==> config.mk <==
export PLATFORM = sky130hd
export DESIGN_NAME = lr_dpath_gen
export DESIGN_NICKNAME = d
export VERILOG_FILES = /design/src/rtl/lr_dpath_gen.sv
export SDC_FILE = /design/constraint.sdc
export NUM_CORES = 1
export LEC_CHECK = 0
export CAP_MARGIN = 25
export CORE_MARGIN = 5
export CORE_UTILIZATION = 57
export DETAILED_ROUTE_END_ITERATION = 8
export PLACE_DENSITY = 0.77
export SYNTH_ARGS = -nofsm -noshare
export SYNTH_HDL_FRONTEND = slang
export SYNTH_SLANG_ARGS = --single-unit
==> constraint.sdc <==
create_clock -name clock4 -period 5 [get_ports clock4]
set_clock_uncertainty 0.15 [all_clocks]
set_input_delay 0.75 -clock clock4 [delete_from_list [all_inputs] [get_ports clock4]]
set_output_delay 0.75 -clock clock4 [all_outputs]
set_load 0.02 [all_outputs]
==> src/rtl/lr_dpath_gen.sv <==
// rtl/lr_dpath_gen.sv - register/ALU datapath with memory handshake, HALT and delayed IME
// Optional debug read port enabled by defining LR_DPATH_DBG_EN.
module lr_dpath_gen #(
    parameter int DATA_W  = 8,
    parameter int NREGS   = 8,
    parameter int ADDR_W  = 16,
    parameter int TIMEOUT = 15
) (
    input  logic              clock4,
    input  logic              reset,
    input  logic              uop_valid,
    output logic              uop_ready,
    input  logic [4:0]        uop_dst,
    input  logic [4:0]        uop_srca,
    input  logic [4:0]        uop_srcb,
    input  logic [2:0]        uop_alu,
    input  logic [3:0]        uop_fmask,
    input  logic [1:0]        uop_mem,
    output logic              mem_req,
    output logic              mem_we,
    output logic [ADDR_W-1:0] mem_addr,
    output logic [DATA_W-1:0] mem_wdata,
    input  logic [DATA_W-1:0] mem_rdata,
    input  logic              mem_ack,
    input  logic              irq,
    output logic [3:0]        flags,
    output logic              ime,
    output logic              halted,
    output logic              bus_err,
    input  logic [4:0]        dbg_sel,
    output logic [DATA_W-1:0] dbg_data
);
    typedef enum logic [1:0] {S_IDLE, S_WAIT, S_HALT} state_t;

    localparam int         RW      = (NREGS > 1) ? $clog2(NREGS) : 1;
    localparam logic [7:0] TO_LAST = 8'(TIMEOUT - 1);
    localparam logic [2:0] OP_PASS = 3'd0, OP_ADD = 3'd1, OP_SUB = 3'd2, OP_AND = 3'd3,
                           OP_OR   = 3'd4, OP_XOR = 3'd5, OP_INC = 3'd6, OP_DEC = 3'd7;
    localparam logic [1:0] M_NONE = 2'd0, M_LOAD = 2'd1, M_STORE = 2'd2, M_HALT = 2'd3;

    logic [DATA_W-1:0] regs [NREGS];
    logic [DATA_W-1:0] mdr, temp;
    state_t            state, state_nxt;
    logic [7:0]        wait_cnt;
    logic              ld_pend, ime_pend;
    logic [4:0]        ld_dst;

    function automatic logic [DATA_W-1:0] read_sel(input logic [4:0] sel);
        if (int'(sel) < NREGS) return regs[sel[RW-1:0]];
        case (sel)
            5'h1c:   return mdr;
            5'h1d:   return temp;
            5'h1e:   return DATA_W'(1);
            default: return '0;
        endcase
    endfunction

    logic [DATA_W-1:0]   bus_a, bus_b, op_b, alu_res;
    logic [DATA_W:0]     sum;
    logic [4:0]          hsum;
    logic                is_sub, is_arith;
    logic [3:0]          alu_flags, flags_nxt;
    logic [2*DATA_W-1:0] addr_cat;

    always_comb begin
        bus_a    = read_sel(uop_srca);
        bus_b    = read_sel(uop_srcb);
        addr_cat = {bus_a, bus_b};
        is_sub   = (uop_alu == OP_SUB) || (uop_alu == OP_DEC);
        is_arith = (uop_alu == OP_ADD) || (uop_alu == OP_INC) || is_sub;
        op_b     = ((uop_alu == OP_INC) || (uop_alu == OP_DEC)) ? DATA_W'(1) : bus_b;
        sum      = is_sub ? ({1'b0, bus_a} - {1'b0, op_b}) : ({1'b0, bus_a} + {1'b0, op_b});
        hsum     = is_sub ? ({1'b0, bus_a[3:0]} - {1'b0, op_b[3:0]})
                          : ({1'b0, bus_a[3:0]} + {1'b0, op_b[3:0]});
        case (uop_alu)
            OP_PASS: alu_res = bus_a;
            OP_AND:  alu_res = bus_a & bus_b;
            OP_OR:   alu_res = bus_a | bus_b;
            OP_XOR:  alu_res = bus_a ^ bus_b;
            default: alu_res = sum[DATA_W-1:0];
        endcase
        // Subtraction of zero-extended operands leaves the borrow in the top bit.
        alu_flags = {alu_res == '0, is_sub, is_arith & hsum[4], is_arith & sum[DATA_W]};
        for (int i = 0; i < 4; i++) flags_nxt[i] = uop_fmask[i] ? alu_flags[i] : flags[i];
    end

    logic              wr_en, flag_en, done, start, finish, timeout;
    logic [4:0]        wr_sel;
    logic [DATA_W-1:0] wr_val;

    always_comb begin
        state_nxt = state;
        wr_en     = 1'b0;
        wr_sel    = uop_dst;
        wr_val    = alu_res;
        flag_en   = 1'b0;
        done      = 1'b0;
        start     = 1'b0;
        finish    = 1'b0;
        timeout   = 1'b0;
        case (state)
            S_IDLE: if (uop_valid) begin
                case (uop_mem)
                    M_NONE:  begin wr_en = 1'b1; flag_en = 1'b1; done = 1'b1; end
                    M_HALT:  state_nxt = S_HALT;
                    default: begin start = 1'b1; state_nxt = S_WAIT; end
                endcase
            end
            S_WAIT: if (mem_ack) begin
                finish    = 1'b1;
                done      = 1'b1;
                wr_en     = ld_pend;
                wr_sel    = ld_dst;
                wr_val    = mem_rdata;
                state_nxt = S_IDLE;
            end else if (wait_cnt == TO_LAST) begin
                finish    = 1'b1;
                done      = 1'b1;
                timeout   = 1'b1;
                state_nxt = S_IDLE;
            end
            S_HALT: if (irq) begin
                done      = 1'b1;
                state_nxt = S_IDLE;
            end
            default: state_nxt = S_IDLE;
        endcase
    end

    assign uop_ready = (state == S_IDLE);
    assign halted    = (state == S_HALT);

    always_ff @(posedge clock4) begin
        if (reset) begin
            for (int i = 0; i < NREGS; i++) regs[i] <= '0;
            mdr       <= '0;
            temp      <= '0;
            flags     <= '0;
            ime       <= 1'b0;
            ime_pend  <= 1'b0;
            bus_err   <= 1'b0;
            mem_req   <= 1'b0;
            mem_we    <= 1'b0;
            mem_addr  <= '0;
            mem_wdata <= '0;
            wait_cnt  <= '0;
            ld_pend   <= 1'b0;
            ld_dst    <= '0;
            state     <= S_IDLE;
        end else begin
            state <= state_nxt;
            if (start) begin
                mem_req   <= 1'b1;
                mem_we    <= (uop_mem == M_STORE);
                mem_addr  <= addr_cat[ADDR_W-1:0];
                mem_wdata <= bus_b;
                wait_cnt  <= '0;
                ld_pend   <= (uop_mem == M_LOAD);
                ld_dst    <= uop_dst;
            end else if (state == S_WAIT && !finish) begin
                wait_cnt <= wait_cnt + 8'd1;
            end
            if (finish) begin
                mem_req <= 1'b0;
                mem_we  <= 1'b0;
            end
            if (timeout) bus_err <= 1'b1;
            if (flag_en) flags <= flags_nxt;
            if (state == S_WAIT && mem_ack && ld_pend) mdr <= mem_rdata;
            if (wr_en) begin
                if (int'(wr_sel) < NREGS) regs[wr_sel[RW-1:0]] <= wr_val;
                else if (wr_sel == 5'h1c) mdr <= wr_val;
                else if (wr_sel == 5'h1d) temp <= wr_val;
            end
            // A pending enable lands when the next uop completes; a write of 0 wins.
            if (done && ime_pend) begin
                ime      <= 1'b1;
                ime_pend <= 1'b0;
            end
            if (wr_en && wr_sel == 5'h1e) begin
                if (wr_val[0]) ime_pend <= 1'b1;
                else begin
                    ime      <= 1'b0;
                    ime_pend <= 1'b0;
                end
            end
        end
    end

`ifdef LR_DPATH_DBG_EN
    assign dbg_data = read_sel(dbg_sel);
`else
    logic unused_dbg;
    assign unused_dbg = ^dbg_sel;
    assign dbg_data   = '0;
`endif
endmodule
==> metrics.csv <==
metric;value;unit
# nets final;986;
# placed instances;1070;
floorplan core area;13200;µm²
number of global-route vias before repair;6676;
highest fanout seen on the critical path;11;
GRT overflow;0;
net switching power figure;0.846;mW
number of buffers and inverters on the critical path;4;
kind of start point of the critical path;input pin;
fraction of power spent switching nets;0.288;
clk_lat worst skew;420;ps
power share of the clock group;0.402;
Placement Cell Area;8890;µm²
class of the tightest hold or removal check;flip-flop to flip-flop;
final period demand of the worst path;4820;ps
outcome;finished, final reports clean;
unrepaired setup endpoints after global routing;false;
headroom to the max-slew limit;0.470;
leakage power figure;3.77;nW
hold slack final;325;ps
ordered list of cells on the worst path;clkdlybuf4s50_1 > buf_12 > mux4_1 > nand2_1 > and4_1 > inv_1 > a21oi_1 > nand3_1 > a311o_1 > ha_1 > or3_1 > nor3_1 > or3_1 > a41o_1 > buf_12 > nor2_1;
async set or reset register ratio after synthesis;0;
Top delay family on crit path;simple AND/OR/NAND/NOR gates;
Layout Cells excl Fill;1102;
Pwr per Cell Area;310;nW/µm²
DR iter-0 viols;788;
CP max stage delay;620;ps
pin count of the biggest net entering global routing;62;
average cell area after synthesis;9.59;µm²
yosys warns;0;
starting density of the core;0.579;
Cell Area, Synth;7640;µm²
Max Root-Sink Buffers;2;
Setup Total Neg Slack;0;ps
Commonest cells post-synth;130 x sky130_fd_sc_hd__nor2_1, 66 x sky130_fd_sc_hd__nand2_1, 64 x sky130_fd_sc_hd__edfxtp_1;
Cell Int Power;2.09;mW
global-route wire length before repair;36600;µm
clock transition at the register clock pins on the worst setup and hold paths after CTS;60;ps
DIE WIDTH;126;µm
Area growth, synth to finish;23.8;%
placer congestion estimate;0.980;
remaining antenna violation count;0;
global-route usage over all layers;0.295;
cell with the most instances after synthesis;sky130_fd_sc_hd__nor2_1;
critical-path cell with the highest stage delay;sky130_fd_sc_hd__mux4_1;
instance count of the mapped netlist;796;
Clock Tree Root;sky130_fd_sc_hd__clkbuf_16;
total clock buffers created by CTS;17;
Post-CTS Repair Setup Buffers;0;
Total Die Area;15800;µm²
number of buffers inserted by hold repair at cts;0;
sequential share of power;0.377;
Fillers;986;
Max Fclk;0.207;GHz
number of distinct library cell variants in the gate-level netlist after synthesis;82;
post-detailed-routing wire length;22900;µm
Final Hold Vio Count;0;
final instance area;9460;µm²
Logic pwr share;0.221;
DRC errors left;0;
final count of negative-setup-slack endpoints;0;
main flop type after synthesis;sky130_fd_sc_hd__edfxtp_1;
H-tree depth;4;
leading post-synthesis cells by cell area;sky130_fd_sc_hd__edfxtp_1 25%, sky130_fd_sc_hd__dfxtp_1 15%, sky130_fd_sc_hd__nor2_1 6.4%;
wire per inst;20.8;µm
number of enable flip-flop cells after synthesis;64;
class of the most critical setup path;input pin to flip-flop;
library cell occupying the most area in the post-synthesis netlist;sky130_fd_sc_hd__edfxtp_1;
sequential fraction of the synthesis area;0.401;
Worst-Margin Slew;789;ps
num rows;42;
post-cts sizing count;0;
clock tree from TritonCTS;done;
Post-DP HPWL;17000;µm
Synth Register Bits;121;
share of the cycle needed by the critical path after routing;0.964;
count of maximum capacitance violations;0;
Max Slew Vio Count;0;
Worst EP required;5000;ps
Top Ports;84;
number of inserted diodes;0;
total of buffers placed on input and output ports;70;
number of antenna violations at the first check in global routing;0;
detailed-router iteration count before antenna repair;8;
via density per instance;6.15;
Die Y;126;µm
Synth top area share;0.252;
share of final-layout standard cells stronger than drive strength 1;0.180;
PnR Total Power;2.93;mW
peak ir drop on the vdd network;251;µV
kind of end point of the critical path;flip-flop;
worst path arrival time;4820;ps
clock sink total;121;
overall via count from detail_route;6778;
power by group through the flow:
stage | clock [mW] | combinational (mW) | sequential [mW]
global placement | 0 | 0.624 | 1.12
global route | 1.23 | 0.694 | 1.11
CTS | 1.18 | 0.640 | 1.10
floorplan | 0 | 0.352 | 1.13
finish | 1.18 | 0.649 | 1.10
detailed placement | 0 | 0.634 | 1.12
worst paths after layout:
kind | start | endpoint | slack (ps) | depth (start not counted)
hold reg to reg | bus_err | bus_err | 330 | 2
setup reg to reg | regs[3][1] | regs[4][7] | 800 | 16
hold / removal | bus_err | bus_err | 330 | 2
setup / recovery | uop_srcb[0] | regs[3][7] | 180 | 16
cell families after synthesis:
group | Yosys count | share of synthesized area
mux | 60 | 0.114
buf+inv | 85 | 0.0595
other cells | 1 | 0.000491
compound gates | 166 | 0.155
fa+ha+maj | 31 | 0.0518
simple gates | 317 | 0.201
xor+xnor | 15 | 0.0172
flops | 121 | 0.401
per-layer routing:
metal  vias up  GRT usage  wire, µm
li1       3146          -         -
met5         -          0         0
met2       319      0.495     11300
met1      3265      0.384      9300
met3        48     0.0635      1730
met4         0     0.0934       515
registers in the layout (all words and copies together), names as in the netlist:
signal,flops
bus_err,1
flags,4
ime,1
ime_pend,1
ld_dst,5
ld_pend,1
mdr,8
mem_addr,16
mem_req,1
mem_we,1
regs,64
state,2
temp,8
wait_cnt,8
worst reg2reg max path, stage by stage, from the launching register on:
cell and delay [ps]:
sky130_fd_sc_hd__edfxtp_1 380, sky130_fd_sc_hd__mux4_2 530, sky130_fd_sc_hd__a32oi_2 180, sky130_fd_sc_hd__o211a_4 210, sky130_fd_sc_hd__inv_4 40, sky130_fd_sc_hd__nor4_4 360, sky130_fd_sc_hd__buf_4 220, sky130_fd_sc_hd__xnor2_1 120
sky130_fd_sc_hd__o211ai_1 110, sky130_fd_sc_hd__ha_1 350, sky130_fd_sc_hd__nand3_1 90, sky130_fd_sc_hd__a21oi_1 220, sky130_fd_sc_hd__nor3_1 130, sky130_fd_sc_hd__or3_1 390, sky130_fd_sc_hd__a41o_1 300, sky130_fd_sc_hd__buf_12 170
sky130_fd_sc_hd__nor2_1 100
cell type report:
| type | instances | area, µm² | area share |
|---|---|---|---|
| Multi-Input combinational cell | 597 | 4150 | 0.438 |
| Sequential cell | 121 | 3060 | 0.324 |
| Timing Repair Buffer | 153 | 1370 | 0.145 |
| Clock buffer | 23 | 508 | 0.0537 |
| Tap cell | 176 | 220 | 0.0233 |
| Inverter | 23 | 88.8 | 0.00940 |
| Clock inverter | 9 | 61.3 | 0.00648 |
stage by stage:
step | worst slack (ps) | util
final | 181 | 0.717
after detailed placement | -143 | 0.674
after CTS | 251 | 0.717
after global placement | -64.4 | 0.674
after global routing | 19.4 | 0.717
after floorplan | 464 | -
layout by cell type (no fill, tap or decap), types with 8 or more instances in the layout:
cell | netlist | final
sky130_fd_sc_hd__nand2b_1 | 27 | 27
sky130_fd_sc_hd__nor3_1 | 9 | 9
sky130_fd_sc_hd__mux4_2 | 18 | 18
sky130_fd_sc_hd__nand3_1 | 21 | 21
sky130_fd_sc_hd__clkbuf_16 | 0 | 19
sky130_fd_sc_hd__mux2_2 | 10 | 10
sky130_fd_sc_hd__dfxtp_1 | 57 | 57
sky130_fd_sc_hd__a211oi_1 | 41 | 41
sky130_fd_sc_hd__ha_1 | 30 | 30
sky130_fd_sc_hd__xor2_1 | 9 | 9
sky130_fd_sc_hd__inv_1 | 22 | 22
sky130_fd_sc_hd__a22oi_1 | 12 | 12
sky130_fd_sc_hd__edfxtp_1 | 64 | 64
sky130_fd_sc_hd__a21oi_1 | 31 | 31
sky130_fd_sc_hd__nand2_1 | 66 | 66
sky130_fd_sc_hd__clkdlybuf4s50_1 | 0 | 69
sky130_fd_sc_hd__buf_4 | 21 | 79
sky130_fd_sc_hd__o21ai_0 | 20 | 20
sky130_fd_sc_hd__mux2i_1 | 30 | 30
sky130_fd_sc_hd__and3_1 | 14 | 14
sky130_fd_sc_hd__nor2_1 | 130 | 130
sky130_fd_sc_hd__conb_1 | 1 | 8
No activity file was read; power rests on OpenSTA's default activity.
